$ cat src/rtl/vpu_pkg.sv
// Shared definitions for the vector unit: opcode encodings, opcode width,
// and the sequencer state type. Used by vpu_op and vpu_seq.
package vpu_pkg;

    localparam int OP_W = 4;

    localparam logic [OP_W-1:0] OP_ADD  = 4'd0;
    localparam logic [OP_W-1:0] OP_SUB  = 4'd1;
    localparam logic [OP_W-1:0] OP_RELU = 4'd2;
    localparam logic [OP_W-1:0] OP_MUL  = 4'd3;

    typedef enum logic [1:0] {
        ST_IDLE  = 2'd0,
        ST_RUN   = 2'd1,
        ST_DRAIN = 2'd2,
        ST_DONE  = 2'd3
    } vpu_state_e;

    // Opcodes above MUL are rejected by the sequencer with err.
    function automatic logic op_legal(input logic [OP_W-1:0] op);
        return (op <= OP_MUL);
    endfunction

endpackage

$ cat src/rtl/vpu_seq_if.sv
// Bundle of the sequencer's command, status, scratchpad and vpu_op signals.
// Command handshake: a command transfers on a rising edge where cmd_valid
// and cmd_ready are both 1; upstream holds cmd_* stable while cmd_valid=1
// and cmd_ready=0, and the sequencer never retracts cmd_ready without a
// transfer or a state change.
interface vpu_seq_if
    import vpu_pkg::*;
#(
    parameter int DATA_W = 32,
    parameter int ADDR_W = 10,
    parameter int LEN_W  = 11
);
    logic              cmd_valid;
    logic              cmd_ready;
    logic [OP_W-1:0]   cmd_opcode;
    logic [ADDR_W-1:0] cmd_src0;
    logic [ADDR_W-1:0] cmd_src1;
    logic [ADDR_W-1:0] cmd_dst;
    logic [LEN_W-1:0]  cmd_len;

    logic              busy;
    logic              done;
    logic              err;

    logic              rd0_en;
    logic [ADDR_W-1:0] rd0_addr;
    logic [DATA_W-1:0] rd0_data;
    logic              rd1_en;
    logic [ADDR_W-1:0] rd1_addr;
    logic [DATA_W-1:0] rd1_data;

    logic              wr_en;
    logic [ADDR_W-1:0] wr_addr;
    logic [DATA_W-1:0] wr_data;

    logic              vpu_start;
    logic [OP_W-1:0]   vpu_opcode;
    logic [DATA_W-1:0] vpu_operand0;
    logic [DATA_W-1:0] vpu_operand1;
    logic [DATA_W-1:0] vpu_result;

    vpu_state_e        dbg_state;

    // Sequencer side.
    modport master (
        input  cmd_valid, cmd_opcode, cmd_src0, cmd_src1, cmd_dst, cmd_len,
        output cmd_ready, busy, done, err,
        output rd0_en, rd0_addr, rd1_en, rd1_addr,
        input  rd0_data, rd1_data,
        output wr_en, wr_addr, wr_data,
        output vpu_start, vpu_opcode, vpu_operand0, vpu_operand1,
        input  vpu_result,
        output dbg_state
    );

    // Environment side: command queue, scratchpad and vpu_op.
    modport slave (
        output cmd_valid, cmd_opcode, cmd_src0, cmd_src1, cmd_dst, cmd_len,
        input  cmd_ready, busy, done, err,
        input  rd0_en, rd0_addr, rd1_en, rd1_addr,
        output rd0_data, rd1_data,
        input  wr_en, wr_addr, wr_data,
        input  vpu_start, vpu_opcode, vpu_operand0, vpu_operand1,
        output vpu_result,
        input  dbg_state
    );

endinterface

$ cat src/rtl/vpu_seq.sv
// Vector command sequencer: accepts one command, streams operand pairs from
// the scratchpad through vpu_op with a 3-stage read/compute/write pipeline,
// and writes each result back. Memories never stall, so the pipeline only
// carries two valid bits (S1, S2) alongside issue and write counters.
module vpu_seq
    import vpu_pkg::*;
#(
    parameter int DATA_W = 32,
    parameter int ADDR_W = 10,
    parameter int LEN_W  = 11
) (
    input logic       clk,
    input logic       rst,
    vpu_seq_if.master bus
);

    vpu_state_e        state_q,    state_d;
    logic [OP_W-1:0]   opcode_q,   opcode_d;
    logic [ADDR_W-1:0] src0_q,     src0_d;
    logic [ADDR_W-1:0] src1_q,     src1_d;
    logic [ADDR_W-1:0] dst_q,      dst_d;
    logic [LEN_W-1:0]  len_q,      len_d;
    logic [LEN_W-1:0]  issue_q,    issue_d;
    logic [LEN_W-1:0]  wr_cnt_q,   wr_cnt_d;
    logic              s1_valid_q, s1_valid_d;
    logic              s2_valid_q, s2_valid_d;
    logic [DATA_W-1:0] result_q,   result_d;
    logic              err_q,      err_d;

    logic              is_relu;
    logic [LEN_W-1:0]  last_idx;

    assign is_relu  = (opcode_q == OP_RELU);
    assign last_idx = len_q - LEN_W'(1);

    // State, latched command, counters and pipeline registers.
    always_ff @(posedge clk) begin
        if (rst) begin
            state_q    <= ST_IDLE;
            opcode_q   <= '0;
            src0_q     <= '0;
            src1_q     <= '0;
            dst_q      <= '0;
            len_q      <= '0;
            issue_q    <= '0;
            wr_cnt_q   <= '0;
            s1_valid_q <= 1'b0;
            s2_valid_q <= 1'b0;
            result_q   <= '0;
            err_q      <= 1'b0;
        end else begin
            state_q    <= state_d;
            opcode_q   <= opcode_d;
            src0_q     <= src0_d;
            src1_q     <= src1_d;
            dst_q      <= dst_d;
            len_q      <= len_d;
            issue_q    <= issue_d;
            wr_cnt_q   <= wr_cnt_d;
            s1_valid_q <= s1_valid_d;
            s2_valid_q <= s2_valid_d;
            result_q   <= result_d;
            err_q      <= err_d;
        end
    end

    // Next-state logic, read issue, pipeline advance and write-back.
    always_comb begin
        state_d    = state_q;
        opcode_d   = opcode_q;
        src0_d     = src0_q;
        src1_d     = src1_q;
        dst_d      = dst_q;
        len_d      = len_q;
        issue_d    = issue_q;
        wr_cnt_d   = wr_cnt_q;
        err_d      = err_q;
        s1_valid_d = 1'b0;
        s2_valid_d = s1_valid_q;
        result_d   = s1_valid_q ? bus.vpu_result : result_q;

        bus.cmd_ready = 1'b0;
        bus.busy      = 1'b0;
        bus.done      = 1'b0;
        bus.rd0_en    = 1'b0;
        bus.rd0_addr  = '0;
        bus.rd1_en    = 1'b0;
        bus.rd1_addr  = '0;

        // S2: write back the result registered at the end of S1.
        bus.wr_en   = s2_valid_q;
        bus.wr_addr = s2_valid_q ? (dst_q + ADDR_W'(wr_cnt_q)) : '0;
        bus.wr_data = s2_valid_q ? result_q : '0;
        if (s2_valid_q) begin
            wr_cnt_d = wr_cnt_q + LEN_W'(1);
        end

        case (state_q)
            ST_IDLE: begin
                bus.cmd_ready = 1'b1;
                if (bus.cmd_valid) begin
                    opcode_d = bus.cmd_opcode;
                    src0_d   = bus.cmd_src0;
                    src1_d   = bus.cmd_src1;
                    dst_d    = bus.cmd_dst;
                    len_d    = bus.cmd_len;
                    issue_d  = '0;
                    wr_cnt_d = '0;
                    err_d    = !op_legal(bus.cmd_opcode);
                    // Empty or illegal commands finish without touching memory.
                    if ((bus.cmd_len == '0) || !op_legal(bus.cmd_opcode)) begin
                        state_d = ST_DONE;
                    end else begin
                        state_d = ST_RUN;
                    end
                end
            end
            ST_RUN: begin
                bus.busy     = 1'b1;
                bus.rd0_en   = 1'b1;
                bus.rd0_addr = src0_q + ADDR_W'(issue_q);
                if (!is_relu) begin
                    bus.rd1_en   = 1'b1;
                    bus.rd1_addr = src1_q + ADDR_W'(issue_q);
                end
                s1_valid_d = 1'b1;
                issue_d    = issue_q + LEN_W'(1);
                if (issue_q == last_idx) begin
                    state_d = ST_DRAIN;
                end
            end
            ST_DRAIN: begin
                bus.busy = 1'b1;
                if (s2_valid_q && (wr_cnt_q == last_idx)) begin
                    state_d = ST_DONE;
                end
            end
            ST_DONE: begin
                bus.done = 1'b1;
                state_d  = ST_IDLE;
            end
            default: begin
                state_d = ST_IDLE;
            end
        endcase
    end

    // S1: present the returned read data to vpu_op; quiet otherwise.
    always_comb begin
        bus.vpu_start    = s1_valid_q;
        bus.vpu_opcode   = s1_valid_q ? opcode_q : '0;
        bus.vpu_operand0 = s1_valid_q ? bus.rd0_data : '0;
        bus.vpu_operand1 = (s1_valid_q && !is_relu) ? bus.rd1_data : '0;
    end

    assign bus.err       = err_q;
    assign bus.dbg_state = state_q;

endmodule
$ cat src/flat_wrapper.sv
// flat-port wrapper written by rule: the top's interface ports become plain ports
module vpu_seq_flat import vpu_pkg::*;
#(
    parameter int DATA_W = 32,
    parameter int ADDR_W = 10,
    parameter int LEN_W  = 11
)
  (clk, rst, bus_cmd_valid, bus_cmd_opcode, bus_cmd_src0, bus_cmd_src1, bus_cmd_dst, bus_cmd_len, bus_cmd_ready, bus_busy, bus_done, bus_err, bus_rd0_en, bus_rd0_addr, bus_rd1_en, bus_rd1_addr, bus_rd0_data, bus_rd1_data, bus_wr_en, bus_wr_addr, bus_wr_data, bus_vpu_start, bus_vpu_opcode, bus_vpu_operand0, bus_vpu_operand1, bus_vpu_result, bus_dbg_state);
  vpu_seq_if #(.DATA_W(DATA_W), .ADDR_W(ADDR_W), .LEN_W(LEN_W)) bus_i ();
  input logic clk;
  input logic rst;
  input wire logic [$bits(bus_i.cmd_valid)-1:0] bus_cmd_valid;
  input wire logic [$bits(bus_i.cmd_opcode)-1:0] bus_cmd_opcode;
  input wire logic [$bits(bus_i.cmd_src0)-1:0] bus_cmd_src0;
  input wire logic [$bits(bus_i.cmd_src1)-1:0] bus_cmd_src1;
  input wire logic [$bits(bus_i.cmd_dst)-1:0] bus_cmd_dst;
  input wire logic [$bits(bus_i.cmd_len)-1:0] bus_cmd_len;
  output wire logic [$bits(bus_i.cmd_ready)-1:0] bus_cmd_ready;
  output wire logic [$bits(bus_i.busy)-1:0] bus_busy;
  output wire logic [$bits(bus_i.done)-1:0] bus_done;
  output wire logic [$bits(bus_i.err)-1:0] bus_err;
  output wire logic [$bits(bus_i.rd0_en)-1:0] bus_rd0_en;
  output wire logic [$bits(bus_i.rd0_addr)-1:0] bus_rd0_addr;
  output wire logic [$bits(bus_i.rd1_en)-1:0] bus_rd1_en;
  output wire logic [$bits(bus_i.rd1_addr)-1:0] bus_rd1_addr;
  input wire logic [$bits(bus_i.rd0_data)-1:0] bus_rd0_data;
  input wire logic [$bits(bus_i.rd1_data)-1:0] bus_rd1_data;
  output wire logic [$bits(bus_i.wr_en)-1:0] bus_wr_en;
  output wire logic [$bits(bus_i.wr_addr)-1:0] bus_wr_addr;
  output wire logic [$bits(bus_i.wr_data)-1:0] bus_wr_data;
  output wire logic [$bits(bus_i.vpu_start)-1:0] bus_vpu_start;
  output wire logic [$bits(bus_i.vpu_opcode)-1:0] bus_vpu_opcode;
  output wire logic [$bits(bus_i.vpu_operand0)-1:0] bus_vpu_operand0;
  output wire logic [$bits(bus_i.vpu_operand1)-1:0] bus_vpu_operand1;
  input wire logic [$bits(bus_i.vpu_result)-1:0] bus_vpu_result;
  output wire logic [$bits(bus_i.dbg_state)-1:0] bus_dbg_state;
  assign bus_i.cmd_valid = bus_cmd_valid;
  assign bus_i.cmd_opcode = bus_cmd_opcode;
  assign bus_i.cmd_src0 = bus_cmd_src0;
  assign bus_i.cmd_src1 = bus_cmd_src1;
  assign bus_i.cmd_dst = bus_cmd_dst;
  assign bus_i.cmd_len = bus_cmd_len;
  assign bus_cmd_ready = bus_i.cmd_ready;
  assign bus_busy = bus_i.busy;
  assign bus_done = bus_i.done;
  assign bus_err = bus_i.err;
  assign bus_rd0_en = bus_i.rd0_en;
  assign bus_rd0_addr = bus_i.rd0_addr;
  assign bus_rd1_en = bus_i.rd1_en;
  assign bus_rd1_addr = bus_i.rd1_addr;
  assign bus_i.rd0_data = bus_rd0_data;
  assign bus_i.rd1_data = bus_rd1_data;
  assign bus_wr_en = bus_i.wr_en;
  assign bus_wr_addr = bus_i.wr_addr;
  assign bus_wr_data = bus_i.wr_data;
  assign bus_vpu_start = bus_i.vpu_start;
  assign bus_vpu_opcode = bus_i.vpu_opcode;
  assign bus_vpu_operand0 = bus_i.vpu_operand0;
  assign bus_vpu_operand1 = bus_i.vpu_operand1;
  assign bus_i.vpu_result = bus_vpu_result;
  assign bus_dbg_state = bus_i.dbg_state;
  vpu_seq #(.DATA_W(DATA_W), .ADDR_W(ADDR_W), .LEN_W(LEN_W)) u_core (.clk(clk), .rst(rst), .bus(bus_i));
endmodule
$ cat config.mk
export PLATFORM = sky130hd
export DESIGN_NAME = vpu_seq_flat
export DESIGN_NICKNAME = d
export VERILOG_FILES = /design/src/rtl/vpu_pkg.sv /design/src/rtl/vpu_seq_if.sv /design/src/rtl/vpu_seq.sv /design/src/flat_wrapper.sv
export SDC_FILE = /design/constraint.sdc
export NUM_CORES = 1
export LEC_CHECK = 0
export BUFFER_PORTS_ARGS = -buffer_cell sky130_fd_sc_hd__buf_2
export CORE_MARGIN = 2
export CORE_UTILIZATION = 30
export CTS_CLUSTER_SIZE = 25
export DETAILED_ROUTE_END_ITERATION = 10
export PLACE_DENSITY_LB_ADDON = 0.15
export SETUP_SLACK_MARGIN = 0.5
export SLEW_MARGIN = 20
export SYNTH_ARGS = -nofsm -noshare
export SYNTH_HDL_FRONTEND = slang
export SYNTH_SLANG_ARGS = --single-unit
$ cat constraint.sdc
create_clock -name clk -period 4.9 [get_ports clk]
set_input_delay 0.98 -clock clk [delete_from_list [all_inputs] [get_ports clk]]
set_output_delay 0.98 -clock clk [all_outputs]
set_load 0.02 [all_outputs]
# Word level (Yosys, flattened, before mapping)
# Cells that the tools add are included.
[op_classes]
add_sub_neg = 6
magnitude_cmp = 1
eq_ne = 9
muxes = 24
n_reduce_logical = 12
[op_table]
columns = ["cell", "n"]
rows = [
  ["32-bit 2-to-1 mux", 3],
  ["11-bit 2-to-1 mux", 4],
  ["10-bit 2-to-1 mux", 4],
  ["10-bit adder", 3],
  ["11-bit by 1-bit adder with 11-bit output (second input constant)", 2],
  ["11-bit == test", 2],
  ["11-bit one-hot mux with 2 select lines", 1],
  ["11-bit zero test", 1],
  ["11-bit by 1-bit subtractor with 11-bit output (second input constant)", 1],
  ["2-bit 2-to-1 mux", 4],
  ["2-bit one-hot mux with 4 select lines", 1],
  ["1-bit 2-to-1 mux", 6],
  ["2-bit == test (second input constant)", 2],
  ["4-bit by 2-bit == test with 1-bit output (second input constant)", 1],
  ["4-bit by 2-bit less-or-equal comparator with 1-bit output (second input constant)", 1],
  ["4-bit 2-to-1 mux", 1],
  ["2-bit by 1-bit != test with 1-bit output (second input constant)", 2],
  ["2-bit AND reduction", 2],
  ["3-bit AND reduction", 1],
  ["2-bit by 1-bit == test with 1-bit output (second input constant)", 1],
  ["1-bit logical AND", 2],
  ["1-bit zero test", 2],
  ["2-bit zero test", 1],
  ["2-bit != test (second input constant)", 1],
  ["3 further kinds", 3],
]
[totals]
ff_bits = 104
input_bits = 144
out_inout_bits = 140
wordCells = 64

# Depth between registers and ports, before layout
# Gate-level depths: netlist of the first run.
[logic_depth]
ltp_word = 6
depth_mapped = 10
depth_no_buf = 9

# Worst setup path before layout of the first run
# No wires, ideal clock.
[synth_timing]
path_kind = "reg-to-output"
from = "register u_core.issue_q[1]"
to = "output port bus_rd0_addr[9]"
arrival_time_ps = 2257
t_required_ps = 3920
path_slack_ps = 1663
path_stages_with_launch = 9
n_path_buf = 0
path_cell_list = "dfxtp_1 ha_1 a21o_1 a21oi_1 o21bai_1 a2111o_1 a41oi_1 xnor2_1 and2_1"
[synth_between]
elab_chain_len = 2
[synth_lines]
columns = ["item", "line_no", "rtl"]
rows = [
  ["from (decl)", "vpu_seq.sv:23", "logic [LEN_W-1:0] issue_q, issue_d;"],
  ["from (signal assigned)", "vpu_seq.sv:58", "issue_q <= issue_d;"],
  ["10-bit adder", "vpu_seq.sv:121", "bus.rd0_addr = src0_q + ADDR_W'(issue_q);"],
  ["10-bit 2-to-1 mux", "vpu_seq.sv:98", "case (state_q)"],
  ["to (decl)", "flat_wrapper.sv:23", "output wire logic [$bits(bus_i.rd0_addr)-1:0] bus_rd0_addr;"],
]
# Every way passes these cells.

# Worst setup path after layout of the first run
[layout_timing]
from = "register u_core.wr_cnt_q[1]"
to = "output port bus_wr_addr[9]"
[layout_between]
elab_chain_len = 2
[layout_lines]
columns = ["item", "line_no", "rtl"]
rows = [
  ["from (decl)", "vpu_seq.sv:24", "logic [LEN_W-1:0] wr_cnt_q, wr_cnt_d;"],
  ["from (signal assigned)", "vpu_seq.sv:59", "wr_cnt_q <= wr_cnt_d;"],
  ["10-bit adder", "vpu_seq.sv:92", "bus.wr_addr = s2_valid_q ? (dst_q + ADDR_W'(wr_cnt_q)) : '0;"],
  ["10-bit 2-to-1 mux", "vpu_seq.sv:92", ""],
  ["to (decl)", "flat_wrapper.sv:29", "output wire logic [$bits(bus_i.wr_addr)-1:0] bus_wr_addr;"],
]
# Every way passes these cells.

==> results of run 1 <==
cell usage after synthesis (3+ instances only):
library cell / count
a311oi_1: 3
inv_1: 16
clkbuf_8: 3
o21ai_0: 18
nor2b_1: 5
clkbuf_1: 33
a22o_1: 41
fa_1: 3
o21bai_1: 7
buf_2: 3
and2_1: 120
nand3b_1: 3
buf_4: 3
nand2b_1: 4
dfxtp_1: 104
nand4_1: 9
buf_1: 3
o211ai_1: 3
nor3_1: 9
nor4_1: 5
xor2_1: 26
and3_1: 5
xnor2_1: 33
mux2i_1: 35
a21o_1: 8
ha_1: 34
a21oi_1: 27
nand2_1: 23
nor2_1: 75
buf_6: 5
a211oi_1: 5
nand3_1: 9
or3_1: 7
layout make-up:
cell class	instances	area share [%]
multi-input combinational	560	48.6
sequential	104	25.2
timing repair buffer	289	17.8
tap	275	4.16
clock buffer	12	2.98
inverter	16	0.725
clock inverter	3	0.514
antenna	3	0.0907
report_power, final:
group / switching, mW / leakage [nW] / total (mW) / internal (mW)
Sequential: 0.147 / 0.847 / 1.11 / 0.961
Combinational: 0.672 / 3.09 / 1.16 / 0.492
Clock: 0.320 / 0.139 / 0.728 / 0.407
Total: 1.14 / 4.08 / 3.00 / 1.86
flip-flops by register name, summed over array words and instances (netlist names):
| name | count |
|---|---|
| u_core.issue_q | 11 |
| u_core.len_q | 11 |
| u_core.bus.vpu_start | 1 |
| u_core.src1_q | 10 |
| u_core.bus.err | 1 |
| u_core.opcode_q | 4 |
| u_core.src0_q | 10 |
| u_core.dst_q | 10 |
| u_core.bus.wr_en | 1 |
| u_core.bus.dbg_state | 2 |
| u_core.result_q | 32 |
| u_core.wr_cnt_q | 11 |
cells by family after synthesis:
logic type,synth area share (%)
mux,5.46
compound gates,15.4
flops,32.4
simple gates,25.2
fa+ha+maj,7.57
buf+inv,5.15
xor+xnor,8.76
critical path, stage by stage, from the launching register on:
cell and delay, ns:
dfxtp_1 0.48, ha_1 0.28, a21o_1 0.15, a21oi_1 0.22, o21bai_1 0.12, a2111oi_0 0.61
o31ai_1 0.20, xnor2_1 0.15, and2_1 0.15, buf_2 0.15
metrics by stage:
| stage | hold slack [ns] | power (mW) | instances | setup WS [ns] | utilization [%] |
|---|---|---|---|---|---|
| floorplan | 0.452 | 1.95 | 730 | 1.66 | - |
| global placement | 0.436 | 2.30 | 1243 | 1.42 | 37.9 |
| detailed placement | 0.432 | 2.30 | 1244 | 1.39 | 38.0 |
| CTS | 0.443 | 3.04 | 1259 | 0.997 | 39.4 |
| global route | 0.481 | 3.21 | 1259 | 0.735 | 39.4 |
| finish | 0.440 | 3.00 | 1262 | 1.06 | 39.4 |
how the worst max path moves through the flow:
stage	depth (start not counted)	endpoint	from	slack, ns
detailed placement	9	bus_rd0_addr[9]	u_core.issue_q[1]	1.39
finish	9	bus_wr_addr[9]	u_core.wr_cnt_q[1]	1.06
CTS	9	bus_wr_addr[9]	u_core.wr_cnt_q[1]	1.0
global placement	9	bus_wr_addr[9]	u_core.wr_cnt_q[1]	1.42
global route	9	bus_wr_addr[9]	u_core.wr_cnt_q[1]	0.74
floorplan	8	bus_rd0_addr[9]	u_core.issue_q[1]	1.66
routing by layer:
metal,up-vias,GRT usage [%],part of all wire (%),wire length [µm]
met5,-,0,0,0
met4,0,4.25,1.0,200
met3,14,3.30,5.1,996
met2,139,27.0,47,9180
met1,2666,22.5,47,9100
li1,3037,-,-,-
==> results.toml, run 1 <==
[outcome]
status = "complete, no violations"

[timing]
setup_tns_ns = 0
slew_violations = 0
period_needed_ns = 3.84
setup_viol = 0
period_share_pct = 78.4
fmax_mhz = 260
slew_headroom_pct = 39.8
final_hold_viol_count = 0
rsz0062_at_grt = "no"
tightest_slew_ns = 0.903
fin_worst_skew_ns = 0.00737

[die]
fp.dieH_um = 150
core_um2 = 21000
start_util_pct = 30.5
dieWidth_um = 150
num_rows = 53
die_area_um2 = 22600
ios = 284

[grt]
grt_pass1_wl_um = 29400
grt_max_degree = 44
grt_pass1_vias = 5459
grtUsageTotal_pct = 16.6
antenna_found_initial = 1
grt_remaining_overflow = 0

[synth]
syn-cell-area_um2 = 6420
ys.warnings.count = 0
synth_area_leader_cell = "dfxtp_1"
synth_top_cell_area_share_pct = 32.4
postSynthAreaPerCell_um2 = 8.79
synth_edf_count = 0
yosys_most_used_dff = "dfxtp_1"
ys_seq_elements = 104
ys_top_cells_by_area = "dfxtp_1, and2_1, ha_1"
synth.distinct_cells = 64
postSynthNetCount = 911
synth_seq_area_share_pct = 32.4
async_reset_ff_share_pct = 0
syn_inst = 730

[critical_path]
rr_worst_depth = 9
r2r-end = "u_core.bus.dbg_state[1]"
critPathKind = "flop to output port"
r2r_slack_ns = 1.80
critical_path_arrival_ns = 2.86
worst_ep_required_time_ns = 3.92
end_kind = "output port"
startpoint_type = "flop"
cp_max_fo = 6
r2r_start = "u_core.len_q[0]"

[clock_tree]
cts_buffers = 9
post_cts_resized = 0
htreeDepth = 3
path_clk_slew_ns = 0.07
cts_hold_buf = 0
tritoncts = "yes"
clk_latency_ns = 0.35
cts_setup_buffers = 0
cts.path.max_buffers = 2
cts_root_buf = "clkbuf_16"
clock_sinks = 104

[placed_design]
gp_congestion = 0.784
io_buffers = 283
place_hpwl_um = 15100
placed_area_um2 = 7980

[min_path]
holdCritStartpoint = "u_core.bus.err"
holdPathEnd = "u_core.bus.err"
holdPathStages = 2
hold_path_class = "flop to flop"

[cells_and_area]
fin_nets = 1161
final_common_cell = "buf_2"
layout_common_cells = "buf_2, and2_1, dfxtp_1, nor2_1, a22o_1"
n_fill_cell = 2194
design_area_um2 = 8280
multi_input_area_um2 = 4020
drive_above_1_share_pct = 32.0
ff_latch_area_um2 = 2080
area_growth_pct = 29.1

[pwr]
vdd_drop_max_mv = 0.158
cellPowerDensity_nw_per_um2 = 362
p_leak_nw = 4.08

[drt]
routedWlPerCell_um = 15.4
num_vias = 5856
drtIter0Drc = 166
first_pass_iters = 4
via_per_inst = 4.64
drt.antenna.violating_nets = 0
wirelength_um = 19500
drc = 0

[flow_run]
drv_cap = 0
Note: power is estimated with default switching activity, not from simulation.
==> run 2: changes to the inputs <==
--- a/config.mk
+++ b/config.mk
@@ -5,6 +5,7 @@
 export SDC_FILE = /design/constraint.sdc
 export NUM_CORES = 1
 export LEC_CHECK = 0
+export ABC_AREA = 1
 export BUFFER_PORTS_ARGS = -buffer_cell sky130_fd_sc_hd__buf_2
 export CORE_MARGIN = 2
 export CORE_UTILIZATION = 30
==> constraint.sdc (replaced) <==
create_clock -name clk -period 3.4 [get_ports clk]
set_input_delay 0.68 -clock clk [delete_from_list [all_inputs] [get_ports clk]]
set_output_delay 0.68 -clock clk [all_outputs]
set_load 0.02 [all_outputs]
==> results.toml, run 2 <==
[cells_and_area]
fin_nets = 1517
final_common_cell = "buf_2"
largest_register_ffs = 32
area_growth_pct = 35.6
design_area_um2 = 8920
antenna_cells = 0
largest-register = "u_core.result_q"
drive_above_1_share_pct = 30.4
layout_common_cells = "buf_2, nor2_1, nand2_1, inv_1, dfxtp_1"
n_fill_cell = 2362

[timing]
setup_tns_ns = 0
period_share_pct = 86.5
tightest_slew_ns = 0.961
fin_worst_skew_ns = 0.0164
period_needed_ns = 2.94
slew_violations = 0
fmax_mhz = 340
final_hold_viol_count = 0
rsz0062_at_grt = "yes"
setup_viol = 0
hold_ws_ns = 0.492
slew_headroom_pct = 36.0

[synth]
yosys_most_used_dff = "dfxtp_1"
yosys-top-cells-count = "nor2_1, nand2_1, inv_1"
async_reset_ff_share_pct = 0
postSynthAreaPerCell_um2 = 6.23
yosysMostFrequentCell = "nor2_1"
synth.distinct_cells = 36
synth_area_leader_cell = "dfxtp_1"
synth_seq_area_share_pct = 31.7
synth_edf_count = 0
postSynthNetCount = 1236
ys_seq_elements = 104
syn_inst = 1055
ys_top_cells_by_area = "dfxtp_1, nor2_1, nand2_1"
syn-cell-area_um2 = 6580
ys.warnings.count = 0
synth_top_cell_area_share_pct = 31.7

[grt]
grtUsageTotal_pct = 19.4
grt_max_degree = 50
grt_remaining_overflow = 0
antenna_found_initial = 3
grt_pass1_wl_um = 36500
grt_pass1_vias = 7067

[clock_tree]
clock_sinks = 104
cts_root_buf = "clkbuf_16"
path_clk_slew_ns = 0.08
cts_buffers = 9
htreeDepth = 3
clk_latency_ns = 0.36
tritoncts = "yes"
cts_hold_buf = 0
cts.path.max_buffers = 2

[die]
start_util_pct = 30.3
die_area_um2 = 23100
core_um2 = 21700
num_rows = 54
fp.dieH_um = 152
dieWidth_um = 152
ios = 284

[flow_run]
drv_cap = 0

[drt]
via_per_inst = 4.56
drc = 0
first_pass_iters = 5
drt.antenna.violating_nets = 0
drtIter0Drc = 465
num_vias = 7384
routedWlPerCell_um = 14.2
wirelength_um = 23000

[critical_path]
end_kind = "output port"
critical_path_arrival_ns = 2.26
critPathKind = "flop to output port"
startpoint_type = "flop"
worst_ep_required_time_ns = 2.72
cp_max_fo = 3

[placed_design]
io_buffers = 283
place_hpwl_um = 17400
gp_congestion = 0.871
placed_area_um2 = 8260

[min_path]
hold_path_class = "flop to flop"

[pwr]
vdd_drop_max_mv = 0.253
cellPowerDensity_nw_per_um2 = 561
p_leak_nw = 5.13
finalPower_mw = 5.00

[outcome]
status = "complete, no violations"
## run 2: final cells by class
type	instances	area [µm²]	area share, %
well taps	280	350	3.93
flip-flops and latches	104	2110	23.7
repair buffers	309	1640	18.4
clock inverters	6	72.6	0.814
clock buffers	10	239	2.68
inverters	178	669	7.51
multi-input cells	734	3840	43.1
## run 2: repair_timing
action                     4_1_cts  5_1_grt
pin swaps                       17       16
hold endpoints to repair         0        0
buffers inserted                11        6
gates resized for setup         40       33
setup endpoints to repair       11       16
## run 2: cell families after synthesis
| kind of cell | Yosys count | synth area share (%) |
|---|---|---|
| xor+xnor | 14 | 2.09 |
| buf+inv | 217 | 12.5 |
| compound gates | 169 | 13.5 |
| fa+ha+maj | 37 | 7.38 |
| simple gates | 514 | 32.9 |
| flops | 104 | 31.7 |
## run 2: worst max-delay path, cell delays in order, from the launching register on
cell	delay [ns]
dfxtp_4	0.37
ha_4	0.17
fa_2	0.35
nand3_2	0.07
nand2_2	0.05
nand2_1	0.06
nand2_1	0.06
a21oi_2	0.15
nor2_1	0.05
o21ai_1	0.13
nand2_1	0.09
o21ai_1	0.14
a21oi_1	0.05
buf_4	0.16
## run 2: layer usage
metal	up-vias	track usage, %	wire length [µm]
met3	26	5.88	1610
li1	3865	-	-
met1	3292	25.6	10700
met5	-	0	44
met4	6	3.25	191
met2	195	31.7	10400
## run 2: path summary, 6_finish.rpt
path / from / end / slack, ns / cells after the start
worst max register to register: u_core.bus.dbg_state[1] / u_core.len_q[0] / 1.04 / 6
worst min register to register: u_core.dst_q[4] / u_core.dst_q[4] / 0.49 / 2
worst min-delay path: u_core.dst_q[4] / u_core.dst_q[4] / 0.49 / 2
worst max-delay path: u_core.issue_q[0] / bus_rd1_addr[8] / 0.46 / 13
## run 2: power breakdown
part / internal [mW] / switching, mW / total [mW]
registers: 1.46 / 0.238 / 1.70
clock network: 0.602 / 0.514 / 1.12
logic: 0.754 / 1.43 / 2.18
total: 2.82 / 2.18 / 5.00
## run 2: per-stage QoR
stage	setup slack (ns)	utilization, %	std cells
final	0.460	41.1	1621
after global routing	0.273	41.1	1621
after CTS	0.439	40.5	1615
after detailed placement	0.496	38.1	1588
after global placement	0.548	38.1	1588
after floorplan	0.646	-	1055
